===== src/rtl/dm_arbiter.sv =====
// rtl/dm_arbiter.sv - two-requester round-robin arbiter in front of a single-port data memory
//
// Ports:
//   clk, reset                      clock; synchronous active-high reset
//   req{0,1}_valid/ready            request handshake; ready asserted combinationally in IDLE
//   req{0,1}_addr/wdata/op/we       byte address, right-aligned store data, access op, store flag
//   resp{0,1}_valid/rdata/err       one-cycle completion pulse, load data, rejection flag
//   mem_addr/mem_wd/mem_op/mem_wr   data memory command, valid only during ACCESS
//   mem_rd                          combinational, already-extended read data from the memory
module dm_arbiter #(
  parameter int unsigned MEM_BYTES = 12288
) (
  input  logic        clk,
  input  logic        reset,

  input  logic        req0_valid,
  output logic        req0_ready,
  input  logic [31:0] req0_addr,
  input  logic [31:0] req0_wdata,
  input  logic [2:0]  req0_op,
  input  logic        req0_we,
  output logic        resp0_valid,
  output logic [31:0] resp0_rdata,
  output logic        resp0_err,

  input  logic        req1_valid,
  output logic        req1_ready,
  input  logic [31:0] req1_addr,
  input  logic [31:0] req1_wdata,
  input  logic [2:0]  req1_op,
  input  logic        req1_we,
  output logic        resp1_valid,
  output logic [31:0] resp1_rdata,
  output logic        resp1_err,

  output logic [31:0] mem_addr,
  output logic [31:0] mem_wd,
  output logic [2:0]  mem_op,
  output logic        mem_wr,
  input  logic [31:0] mem_rd
);

  typedef enum logic [1:0] {
    IDLE   = 2'd0,
    ACCESS = 2'd1,
    RESP   = 2'd2
  } state_t;

  state_t      state, state_next;

  logic        prio;      // requester that wins when both are valid
  logic [31:0] r_addr;
  logic [31:0] r_wdata;
  logic [2:0]  r_op;
  logic        r_we;
  logic        r_id;
  logic        r_err;
  logic [31:0] r_rdata;

  logic        grant0, grant1, accept;
  logic [31:0] sel_addr, sel_wdata;
  logic [2:0]  sel_op;
  logic        sel_we, sel_err;

  // Grant selection. Ready is held low while reset is asserted so that no
  // request is accepted (and lost) in a cycle that is about to be cleared.
  always_comb begin
    grant0 = 1'b0;
    grant1 = 1'b0;
    if (state == IDLE && !reset) begin
      if (req0_valid && (!req1_valid || !prio))
        grant0 = 1'b1;
      else if (req1_valid)
        grant1 = 1'b1;
    end
  end

  assign accept    = grant0 | grant1;
  assign sel_addr  = grant1 ? req1_addr  : req0_addr;
  assign sel_wdata = grant1 ? req1_wdata : req0_wdata;
  assign sel_op    = grant1 ? req1_op    : req0_op;
  assign sel_we    = grant1 ? req1_we    : req0_we;

  // Rejection is decided once at acceptance and carried with the request.
  // Stores with an unsigned op are meaningless, so they are rejected too.
  always_comb begin
    sel_err = 1'b0;
    if (sel_op > 3'd4)                                      sel_err = 1'b1;
    if (sel_op == 3'd0 && sel_addr[1:0] != 2'b00)           sel_err = 1'b1;
    if ((sel_op == 3'd1 || sel_op == 3'd2) && sel_addr[0])  sel_err = 1'b1;
    if (sel_addr >= MEM_BYTES)                              sel_err = 1'b1;
    if (sel_we && (sel_op == 3'd2 || sel_op == 3'd4))       sel_err = 1'b1;
  end

  always_ff @(posedge clk) begin
    if (reset) begin
      state   <= IDLE;
      prio    <= 1'b0;
      r_addr  <= '0;
      r_wdata <= '0;
      r_op    <= '0;
      r_we    <= 1'b0;
      r_id    <= 1'b0;
      r_err   <= 1'b0;
      r_rdata <= '0;
    end else begin
      state <= state_next;
      if (accept) begin
        r_addr  <= sel_addr;
        r_wdata <= sel_wdata;
        r_op    <= sel_op;
        r_we    <= sel_we;
        r_id    <= grant1;
        r_err   <= sel_err;
        r_rdata <= '0;
        prio    <= ~grant1;
      end
      if (state == ACCESS && !r_err && !r_we)
        r_rdata <= mem_rd;
    end
  end

  always_comb begin
    state_next = state;
    case (state)
      IDLE:    if (accept) state_next = ACCESS;
      ACCESS:  state_next = RESP;
      RESP:    state_next = IDLE;
      default: state_next = IDLE;
    endcase
  end

  always_comb begin
    req0_ready  = grant0;
    req1_ready  = grant1;
    mem_addr    = '0;
    mem_wd      = '0;
    mem_op      = '0;
    mem_wr      = 1'b0;
    resp0_valid = 1'b0;
    resp0_rdata = '0;
    resp0_err   = 1'b0;
    resp1_valid = 1'b0;
    resp1_rdata = '0;
    resp1_err   = 1'b0;
    case (state)
      ACCESS: begin
        mem_addr = r_addr;
        mem_wd   = r_wdata;
        mem_op   = r_op;
        mem_wr   = r_we & ~r_err;
      end
      RESP: begin
        if (r_id) begin
          resp1_valid = 1'b1;
          resp1_rdata = r_rdata;
          resp1_err   = r_err;
        end else begin
          resp0_valid = 1'b1;
          resp0_rdata = r_rdata;
          resp0_err   = r_err;
        end
      end
      default: ;
    endcase
  end

endmodule


===== config.mk =====
export PLATFORM = sky130hd
export DESIGN_NAME = dm_arbiter
export DESIGN_NICKNAME = d
export VERILOG_FILES = /design/src/rtl/dm_arbiter.sv
export SDC_FILE = /design/constraint.sdc
export NUM_CORES = 1
export LEC_CHECK = 0
export BUFFER_PORTS_ARGS = -buffer_cell sky130_fd_sc_hd__buf_2
export CAP_MARGIN = 20
export CORE_AREA = 2 2 120 122
export CTS_BUF_LIST = sky130_fd_sc_hd__clkbuf_16
export DETAILED_ROUTE_END_ITERATION = 12
export DIE_AREA = 0 0 122 124
export HOLD_SLACK_MARGIN = 0.02
export MAX_ROUTING_LAYER = met4
export PLACE_DENSITY = 0.69
export SYNTH_ARGS = -nofsm -noshare
export SYNTH_HDL_FRONTEND = slang
export SYNTH_SLANG_ARGS = --single-unit

===== constraint.sdc =====
create_clock -name clk -period 3.5 [get_ports clk]
set_clock_uncertainty 0.2 [all_clocks]
set_input_delay 0.7 -clock clk [delete_from_list [all_inputs] [get_ports clk]]
set_output_delay 0.7 -clock clk [all_outputs]
set_load 0.01 [all_outputs]

==> flow_metrics.env, run 1 <==
export IMPL_outcome="finished, final reports clean"
export IMPL_synthTopCellsByArea="dfxtp_1, and2_1, a222oi_1, nor2_1, mux2i_1"
export IMPL_fmax_mhz=363
export IMPL_path_class="register to output pin"
export IMPL_power_clock_fraction_pct=32.5
export IMPL_synthDistinctLibCells=30
export IMPL_die_w_um=122
export IMPL_required_ns=2.60
export IMPL_ys_ff_latch=105
export IMPL_h_tree_depth=3
export IMPL_synth_largest_area_cell="dfxtp_1"
export IMPL_synth_nets=744
export IMPL_drc=0
export IMPL_clk_latency_ns=0.33
export IMPL_wirelength_um=15800
export IMPL_avgSynthCellArea_um2=8.74
export IMPL_clkSlewWorstSetupHoldPaths_ns=0.07
export IMPL_drive_gt1_share_pct=39.8
export IMPL_grt_max_degree=105
export IMPL_slew_headroom_pct=28.3
export IMPL_drt_iter0_markers=380
export IMPL_clock_sinks=105
export IMPL_numCtsBuffers=9
export IMPL_worst_slew_pin_slew_ns=1.08
export IMPL_syn_area_um2=5000
export IMPL_yosys_area_top_type_share_pct=42.1
export IMPL_setup_tns_ns=0
export IMPL_startpoint_type="register"
export IMPL_yosys_top_cells_count="and2_1, nor2_1, dfxtp_1"
export IMPL_cts_root_buffer="clkbuf_16"
export IMPL_ys_flop_type="dfxtp_1"
export IMPL_grt_first_pass_wirelength_um=23800
export IMPL_p_total_w=0.00271
export IMPL_power_switching_w=0.000733
export IMPL_rsz0062_at_grt="no"
export IMPL_crit_reg2reg_capture="r_err"
export IMPL_synth_edf_count=0
export IMPL_grt_pass1_vias=4774
export IMPL_post_route_min_period_ns=2.76
export IMPL_p_leak_nw=3.39
export IMPL_drt_first_pass_iters=7
export IMPL_gp_congestion=0.896
export IMPL_antenna_found_initial=0
export IMPL_core_um2=13700
export IMPL_hold_path_class="register to register"
export IMPL_synth_cells=572
export IMPL_synth_most_common_cell="and2_1"
export IMPL_grt_usage_pct=20.6
export IMPL_rows=43
export IMPL_overflow=0
export IMPL_antenna_left=0
export IMPL_dieArea_um2=15100
export IMPL_finalSetupViolations=0
export IMPL_dp_hpwl_um=11500
export IMPL_instances_no_fill=1035
export IMPL_p_sw_share_pct=27.1
export IMPL_nNetsFinal=1022
export IMPL_wire_per_inst_um=15.3
export IMPL_crit_path_end_kind="output pin"
export IMPL_via_per_inst=5.10
export IMPL_post_route_util_pct=50.4
export IMPL_hold_violations=0
export IMPL_r2r_slack_ns=1.14
export IMPL_initial_utilization_pct=36.4
export IMPL_crit_path_end="mem_addr[8]"
export IMPL_vdd_drop_max_v=0.000191
export IMPL_path_max_fanout=49
export IMPL_syn_to_final_growth_pct=38.3
export IMPL_chipHeight_um=124
export IMPL_antennaDiodeCount=0
export IMPL_combPwrFrac_pct=18.3
export IMPL_post_route_period_util_pct=78.7
export IMPL_numPortBuffers=309
export IMPL_arrival_ns=1.86
export IMPL_p_per_area_nw_per_um2=392
export IMPL_cts_tree="built"
export IMPL_internal_power_w=0.00197
export IMPL_num_vias=5277
export IMPL_synth_yosys_seq_area_share_pct=42.1
export IMPL_whs_ns=0.290
export IMPL_seq_power_share_pct=49.2
export IMPL_drv_slew=0
export IMPL_cts_setup_buffers=0
export IMPL_r2r_start="state[0]"
export IMPL_clockBufferDepth=2
export IMPL_dp_cells=1019
export IMPL_cap_violations=0
export IMPL_worst_r2r_cell_count=6
export IMPL_postSynth_asyncResetShare_pct=0
export IMPL_cts_hold_buf=0
export IMPL_crit_start="state[0]"
export IMPL_ioPinCount=310
export IMPL_yosys_warnings=0
export IMPL_cts_resized=0
[logic make-up after synthesis]
kind of cell | share of synthesized area [%]
AND/OR/NAND/NOR | 28.3
AO/OA/AOI/OAI | 19.3
flip-flops | 42.1
multiplexers | 5.01
buffers and inverters | 5.33
[cell usage in the layout, fill, tap and decap left out, types with 3 or more instances in the layout]
cell type / Yosys / routed
nor4_1: 8 / 8
and2_1: 133 / 133
clkbuf_16: 0 / 9
nand4_1: 4 / 4
mux2i_1: 25 / 25
inv_1: 3 / 5
a22oi_1: 32 / 32
a222oi_1: 42 / 42
nor2_1: 107 / 106
dfxtp_1: 105 / 105
buf_2: 12 / 308
a211oi_1: 29 / 29
o21ai_0: 4 / 4
clkinv_2: 0 / 3
buf_4: 0 / 10
a21oi_1: 5 / 5
[how the worst min path moves through the flow]
stage | to | cells after the start | from
after detailed placement | r_wdata[8] | 2 | r_wdata[8]
after global routing | r_addr[25] | 2 | r_addr[25]
after global placement | r_wdata[30] | 2 | r_wdata[30]
after CTS | r_addr[29] | 2 | r_addr[29]
final | r_wdata[8] | 2 | r_wdata[8]
after floorplan | r_addr[10] | 2 | r_addr[10]
[state kept, by name, summed over array words and instances (netlist names)]
name	cells
r_rdata	32
prio	1
r_op	3
r_addr	32
r_id	1
r_wdata	32
r_err	1
r_we	1
state	2
[power groups by stage]
stage               logic [W]  registers [W]  clock network, W
floorplan            0.000298        0.00134                 0
global placement     0.000488        0.00136                 0
detailed placement   0.000496        0.00136                 0
CTS                  0.000497        0.00133          0.000920
global route         0.000550        0.00134          0.000976
finish               0.000494        0.00133          0.000881
[worst max-delay path, stage by stage, from the launching register on]
cell and delay [ns]:
dfxtp_1 0.46, nor2b_4 0.46, buf_12 0.27, and2_1 0.18, buf_2 0.14
[through the flow]
stage | worst slack (ns) | instance area, um2
2_1_floorplan | 1.08 | 5000
3_3_place_gp | 0.554 | 6640
3_5_place_dp | 0.752 | 6660
4_1_cts | 0.701 | 6910
5_1_grt | 0.604 | 6910
6_report | 0.744 | 6910
[layout make-up]
class                   instances  area [um2]
fillers                      1333        6810
multi-input cells             410        2660
flip-flops and latches        105        2100
repair buffers                320        1660
clock buffers                   9         225
well taps                     180         225
clock inverters                 7        30.0
inverters                       4        15.0
[layer usage]
metal	GRT usage [%]	part of all wire, %	up-vias
met5	-	0	-
met4	6.90	1.3	0
met3	3.16	6.9	14
met2	34.8	50	234
met1	25.3	42	2414
li1	-	-	2615
(Power assumes the default switching activity.)
==> inputs of run 2 (changes only) <==
--- a/config.mk
+++ b/config.mk
@@ -5,6 +5,7 @@
 export SDC_FILE = /design/constraint.sdc
 export NUM_CORES = 1
 export LEC_CHECK = 0
+export ABC_AREA = 1
 export BUFFER_PORTS_ARGS = -buffer_cell sky130_fd_sc_hd__buf_2
 export CAP_MARGIN = 20
 export CORE_AREA = 2 2 120 122
@@ -13,7 +14,7 @@
 export DIE_AREA = 0 0 122 124
 export HOLD_SLACK_MARGIN = 0.02
 export MAX_ROUTING_LAYER = met4
-export PLACE_DENSITY = 0.69
+export PLACE_DENSITY = 0.76
 export SYNTH_ARGS = -nofsm -noshare
 export SYNTH_HDL_FRONTEND = slang
 export SYNTH_SLANG_ARGS = --single-unit
==> constraint.sdc (replaced) <==
create_clock -name clk -period 2.2 [get_ports clk]
set_clock_uncertainty 0.2 [all_clocks]
set_input_delay 0.44 -clock clk [delete_from_list [all_inputs] [get_ports clk]]
set_output_delay 0.44 -clock clk [all_outputs]
set_load 0.01 [all_outputs]
==> run 2 against run 1 <==
Net effect:
- sequential share of layout area fell by 3.2 points
- global-route usage rose by 2.2 points
- first-iteration DRC count rose by 7.4%
- critical endpoint is now resp1_rdata[22]
- critical path depth rose by 4
- utilization rose by 5.9 points
- highest routed layer unchanged
- hold slack got worse by 0.15 ns
- flip-flop and latch count did not move
- worst setup slack got worse by 0.71 ns
- critical path type unchanged
- area after synthesis rose by 9.3%
- non-clock buffer count rose by 27
- total power rose by 71%
==> flow_metrics.env, run 2 <==
export IMPL_ys_flop_type="dfxtp_1"
export IMPL_yosys_warnings=0
export IMPL_dp_hpwl_um=13100
export IMPL_via_per_inst=4.91
export IMPL_fmax_mhz=462
export IMPL_whs_ns=0.138
export IMPL_outcome="finished, final reports clean"
export IMPL_clk_latency_ns=0.34
export IMPL_cts_hold_buf=0
export IMPL_avgSynthCellArea_um2=6.30
export IMPL_drv_slew=0
export IMPL_rows=43
export IMPL_startpoint_type="register"
export IMPL_setup_ws_ns=0.0366
export IMPL_synth_cells=867
export IMPL_post_place_ws_ns=0.138
export IMPL_antennaDiodeCount=0
export IMPL_overflow=0
export IMPL_synthAdderAreaFrac_pct=0
export IMPL_final_cell_mix="buf_2, nand2_1, nor2_1"
export IMPL_p_leak_nw=3.70
export IMPL_synthMuxAreaShare_pct=0
export IMPL_instances_no_fill=1347
export IMPL_synth_top_family_by_area="simple AND/OR/NAND/NOR gates"
export IMPL_synth_nets=1039
export IMPL_grt_pass1_vias=5673
export IMPL_layout_commonest_cell="buf_2"
export IMPL_wirelength_um=18500
export IMPL_hold_violations=0
export IMPL_combPwrFrac_pct=21.3
export IMPL_p_total_w=0.00463
export IMPL_seq_power_share_pct=45.4
export IMPL_synth_compound_area_share_pct=14.6
export IMPL_gp_congestion=0.846
export IMPL_yosys_top_cells_count="nand2_1, nor2_1, inv_1"
export IMPL_synth_most_common_cell="nand2_1"
export IMPL_dieArea_um2=15100
export IMPL_numPortBuffers=309
export IMPL_die_w_um=122
export IMPL_grt_first_pass_wirelength_um=26800
export IMPL_yosys_area_share_simple_pct=33.3
export IMPL_core_um2=13700
export IMPL_drt_first_pass_iters=5
export IMPL_power_clock_fraction_pct=33.3
export IMPL_p_per_area_nw_per_um2=599
export IMPL_h_tree_depth=3
export IMPL_clockBufferDepth=2
export IMPL_finalSetupViolations=0
export IMPL_critPathSlowestCell="dfxtp_2"
export IMPL_post_route_min_period_ns=2.16
export IMPL_synthDistinctLibCells=29
export IMPL_p_sw_share_pct=28.9
export IMPL_cts_tree="built"
export IMPL_initial_utilization_pct=39.8
export IMPL_syn_to_final_growth_pct=41.4
export IMPL_postSynth_asyncResetShare_pct=0
export IMPL_path_max_fanout=33
export IMPL_slew_headroom_pct=65.0
export IMPL_worst_slew_pin_slew_ns=0.525
export IMPL_cts_root_buffer="clkbuf_16"
export IMPL_power_switching_w=0.00134
export IMPL_synth_edf_count=0
export IMPL_antenna_left=0
export IMPL_nNetsFinal=1334
export IMPL_internal_power_w=0.00329
export IMPL_dp_cells=1326
export IMPL_wire_per_inst_um=13.7
export IMPL_synth_xor_area_share_pct=0
export IMPL_crit_chain="inv_2 -> nor2_2 -> inv_2 -> nor2_2 -> inv_1 -> buf_12 -> nor2_1 -> buf_2"
export IMPL_antenna_found_initial=0
export IMPL_arrival_ns=1.52
export IMPL_cpPeakStageDelay_ns=0.34
export IMPL_chipHeight_um=124
export IMPL_required_ns=1.56
export IMPL_yosys_area_top_type_share_pct=38.5
export IMPL_synthTopCellsByArea="dfxtp_1, nand2_1, nor2_1, inv_1, a31oi_1"
export IMPL_hold_path_class="input port to register"
export IMPL_grt_max_degree=64
export IMPL_crit_path_end_kind="output pin"
export IMPL_drt_iter0_markers=408
export IMPL_numCtsBuffers=9
export IMPL_synth_yosys_seq_area_share_pct=38.5
export IMPL_synth_largest_area_cell="dfxtp_1"
export IMPL_drive_gt1_share_pct=33.6
export IMPL_clock_sinks=105
export IMPL_clkSlewWorstSetupHoldPaths_ns=0.07
export IMPL_post_route_period_util_pct=98.3
export IMPL_num_vias=6620
export IMPL_ys_ff_latch=105
export IMPL_cap_violations=0
export IMPL_grt_usage_pct=22.8
export IMPL_reg_top3="r_addr x32, r_rdata x32, r_wdata x32"
export IMPL_path_class="register to output pin"
export IMPL_syn_area_um2=5460
export IMPL_vdd_drop_max_v=0.000312
export IMPL_ioPinCount=310
export IMPL_drc=0
-- run 2: cell types whose count changed after synthesis, sizes merged, moves of 27 or more --
cell    before  now
a211oi      29    2
a21oi        5   43
a222oi      42    0
a22oi       32    0
a31oi        0   45
and2       133    0
inv          4  124
nand2        2  176
nand3        0   51
nand4        4   32
nor2       107  175
o21ai        5   32
-- run 2: area by class of cell --
type	instances	area [um2]
Fill cell	1362	5990
Clock buffer	9	225
Sequential cell	105	2100
Tap cell	180	225
Timing Repair Buffer	347	1960
Inverter	127	479
Clock inverter	7	55.1
Multi-Input combinational cell	572	2680
-- run 2: worst max-delay path, delay by kind of cell (launching register included) --
kind,cells,cell delay [ns]
buffers and inverters,5,0.50
flip-flops,1,0.34
AND/OR/NAND/NOR,3,0.34
-- run 2: final timing paths --
check	depth (start not counted)	startpoint	slack [ns]	end
worst max-delay path	8	state[1]	0.04	resp1_rdata[22]
worst min-delay path	3	req1_addr[3]	0.14	r_addr[3]
worst max register to register	13	state[0]	0.32	r_err
worst min register to register	2	r_addr[31]	0.27	r_addr[31]
-- run 2: stage by stage --
step	cell area (um2)	TNS, ns	utilization [%]
floorplan	5460	0	-
global placement	7280	0	53.1
detailed placement	7280	0	53.1
CTS	7570	0	55.2
global route	7730	-0.973	56.3
finish	7730	0	56.3
-- run 2: power by group through the flow --
stage	logic, W	registers [W]	clock network, W
6_report	0.000986	0.00210	0.00154
5_1_grt	0.00110	0.00212	0.00166
4_1_cts	0.000957	0.00210	0.00158
3_5_place_dp	0.000952	0.00214	0
3_3_place_gp	0.000947	0.00214	0
2_1_floorplan	0.000564	0.00213	0
-- run 2: cell families (layout without fill, tap and decap cells) --
| family | count (synthesis) | in the layout |
|---|---|---|
| AND/OR/NAND/NOR | 437 | 437 |
| buffers and inverters | 190 | 490 |
| AO/OA/AOI/OAI | 135 | 135 |
| flip-flops | 105 | 105 |
-- run 2: repair_timing --
action,CTS,global route
cloned,0,3
endpoints found under the setup margin,34,106
gates resized for setup,2,25
setup buffers,0,2
pin swaps,0,2
endpoints found under the hold margin,0,0
-- run 2: metal layers --
layer / track usage, % / routed length (um) / vias up
met5: - / 0 / -
met4: 8.33 / 330 / 0
met3: 3.62 / 1250 / 28
met2: 39.2 / 9230 / 283
met1: 27.2 / 7700 / 2961
li1: - / - / 3348
==> inputs of run 3 (changes only) <==
--- a/config.mk
+++ b/config.mk
@@ -8,10 +8,12 @@
 export ABC_AREA = 1
 export BUFFER_PORTS_ARGS = -buffer_cell sky130_fd_sc_hd__buf_2
 export CAP_MARGIN = 20
-export CORE_AREA = 2 2 120 122
+export CELL_PAD_IN_SITES_DETAIL_PLACEMENT = 0
+export CELL_PAD_IN_SITES_GLOBAL_PLACEMENT = 2
+export CORE_ASPECT_RATIO = 1.25
+export CORE_UTILIZATION = 19
 export CTS_BUF_LIST = sky130_fd_sc_hd__clkbuf_16
 export DETAILED_ROUTE_END_ITERATION = 12
-export DIE_AREA = 0 0 122 124
 export HOLD_SLACK_MARGIN = 0.02
 export MAX_ROUTING_LAYER = met4
 export PLACE_DENSITY = 0.76
==> run 3 against run 2 <==
Net effect:
- cell count up 14%
- total power rose by 6.5%
- register-to-register slack is essentially flat
- sequential share of layout area shrank 1.4 points
- first-iteration DRC count down 21%
- flip-flop and latch count is the same
- non-clock buffer count grew 16
- global-route usage down 7.5 points
- fmax is 1.1% higher
- critical path type unchanged
- critical endpoint is now resp1_rdata[8]
- largest power group unchanged
==> flow_metrics.env, run 3 (synthesis gave the netlist of run 2 again) <==
export IMPL_post_place_ws_ns=0.133
export IMPL_power_switching_w=0.00148
export IMPL_num_vias=6658
export IMPL_wirelength_um=23100
export IMPL_worst_r2r_cell_count=7
export IMPL_hold_end="r_addr[3]"
export IMPL_post_route_min_period_ns=2.14
export IMPL_internal_power_w=0.00345
export IMPL_vdd_drop_max_v=0.000285
export IMPL_h_tree_depth=3
export IMPL_r2r_slack_ns=0.33
export IMPL_overflow=0
export IMPL_crit_path_end_kind="output pin"
export IMPL_dp_hpwl_um=16800
export IMPL_r2r_start="state[0]"
export IMPL_nNetsFinal=1350
export IMPL_required_ns=1.56
export IMPL_clock_sinks=105
export IMPL_outcome="finished, final reports clean"
export IMPL_grt_usage_pct=15.3
export IMPL_final_cell_mix="buf_2, nand2_1, nor2_1"
export IMPL_cpPeakStageDelay_ns=0.34
export IMPL_crit_start="state[1]"
export IMPL_clk_latency_ns=0.35
export IMPL_die_w_um=154
export IMPL_power_clock_fraction_pct=35.9
export IMPL_syn_to_final_growth_pct=49.3
export IMPL_drv_slew=0
export IMPL_setup_tns_ns=0
export IMPL_drive_gt1_share_pct=36.2
export IMPL_finalSetupViolations=0
export IMPL_antenna_found_initial=1
export IMPL_whs_path_depth=3
export IMPL_hold_path_class="input port to register"
export IMPL_p_leak_nw=3.77
export IMPL_clkSlewWorstSetupHoldPaths_ns=0.08
export IMPL_chipHeight_um=192
export IMPL_cts_root_buffer="clkbuf_16"
export IMPL_seq_power_share_pct=42.6
export IMPL_layout_commonest_cell="buf_2"
export IMPL_fill_cells=3248
export IMPL_grt_first_pass_wirelength_um=34400
export IMPL_cts_tree="built"
export IMPL_post_route_util_pct=28.8
export IMPL_drt_iter0_markers=324
export IMPL_rsz0062_at_grt="yes"
export IMPL_grt_max_degree=70
export IMPL_clockBufferDepth=2
export IMPL_ioPinCount=310
export IMPL_antenna_left=0
export IMPL_cp_common_cell="inv_2"
export IMPL_hold_violations=0
export IMPL_crit_reg2reg_capture="r_rdata[25]"
export IMPL_grt_pass1_vias=6336
export IMPL_critPathSlowestCell="dfxtp_2"
export IMPL_crit_chain="inv_2 -> nor2_2 -> inv_2 -> nor2_4 -> inv_4 -> buf_12 -> nor2_1 -> buf_2"
export IMPL_numCtsBuffers=9
export IMPL_wire_per_inst_um=15.0
export IMPL_hold_start="req1_addr[3]"
export IMPL_p_total_w=0.00493
export IMPL_initial_utilization_pct=19.3
export IMPL_drc=0
export IMPL_arrival_ns=1.50
export IMPL_cap_violations=0
export IMPL_path_max_fanout=19
export IMPL_via_per_inst=4.33
export IMPL_setup_ws_ns=0.0600
export IMPL_rows=69
export IMPL_slew_headroom_pct=44.1
export IMPL_numPortBuffers=309
export IMPL_core_um2=28300
export IMPL_p_per_area_nw_per_um2=605
export IMPL_dieArea_um2=29400
export IMPL_worst_slew_pin_slew_ns=0.839
export IMPL_cts_hold_buf=0
export IMPL_fmax_mhz=467
export IMPL_p_sw_share_pct=30.1
export IMPL_path_class="register to output pin"
export IMPL_reg_top3="r_addr x32, r_rdata x32, r_wdata x32"
export IMPL_combPwrFrac_pct=21.5
export IMPL_gp_congestion=0.795
export IMPL_post_route_period_util_pct=97.3
export IMPL_drt_first_pass_iters=4
export IMPL_startpoint_type="register"
[run 3: power groups by stage]
stage               clock, W  combinational, W  sequential [W]
floorplan                  0          0.000564         0.00213
global placement           0           0.00103         0.00214
detailed placement         0           0.00103         0.00214
CTS                  0.00186           0.00104         0.00210
global route         0.00195           0.00118         0.00212
finish               0.00177           0.00106         0.00210
[run 3: how the worst max path moves through the flow]
stage                           to  slack (ns)  cells past startpoint
floorplan             mem_addr[21]        0.17                      6
global placement        req0_ready        0.14                      6
detailed placement      req1_ready        0.13                      6
CTS                 resp1_rdata[8]      -0.002                      8
global route        resp0_rdata[7]       -0.05                      8
finish              resp1_rdata[8]        0.06                      8
[run 3: critical path: cells and delay by family (launching register included)]
family                 cells  cell delay, ns
AND/OR/NAND/NOR            3            0.33
buffers and inverters      5            0.46
flip-flops                 1            0.34
[run 3: through the flow]
step | cells | area, um2 | hold WS [ns]
after floorplan | 867 | 5460 | 0.240
after global placement | 1516 | 7620 | 0.265
after detailed placement | 1516 | 7620 | 0.269
after CTS | 1531 | 7970 | 0.111
after global routing | 1538 | 8150 | 0.125
final | 1539 | 8160 | 0.132
[run 3: final cells by class]
type / instances / area, um2 / share of cell area (%)
multi-input combinational: 572 / 2720 / 33.4
sequential: 105 / 2100 / 25.8
timing repair buffer: 363 / 2090 / 25.6
inverter: 127 / 484 / 5.94
tap: 355 / 444 / 5.45
clock buffer: 9 / 225 / 2.76
clock inverter: 6 / 83.8 / 1.03
antenna: 2 / 5.00 / 0.0614
[run 3: layer usage]
metal / vias to the layer above / part of all wire (%) / wire length (um) / GRT usage, %
met5: - / 0 / 0 / -
met4: 0 / 2.2 / 510 / 5.19
met3: 25 / 4.4 / 1020 / 2.46
met2: 215 / 49 / 11400 / 25.8
met1: 3044 / 44 / 10200 / 18.6
li1: 3374 / - / - / -
[run 3: repair_timing]
item	4_1_cts	5_1_grt
setup endpoints to repair	66	106
gates resized for setup	14	41
pin swaps	1	4
buffers inserted	0	5
gates cloned	0	1
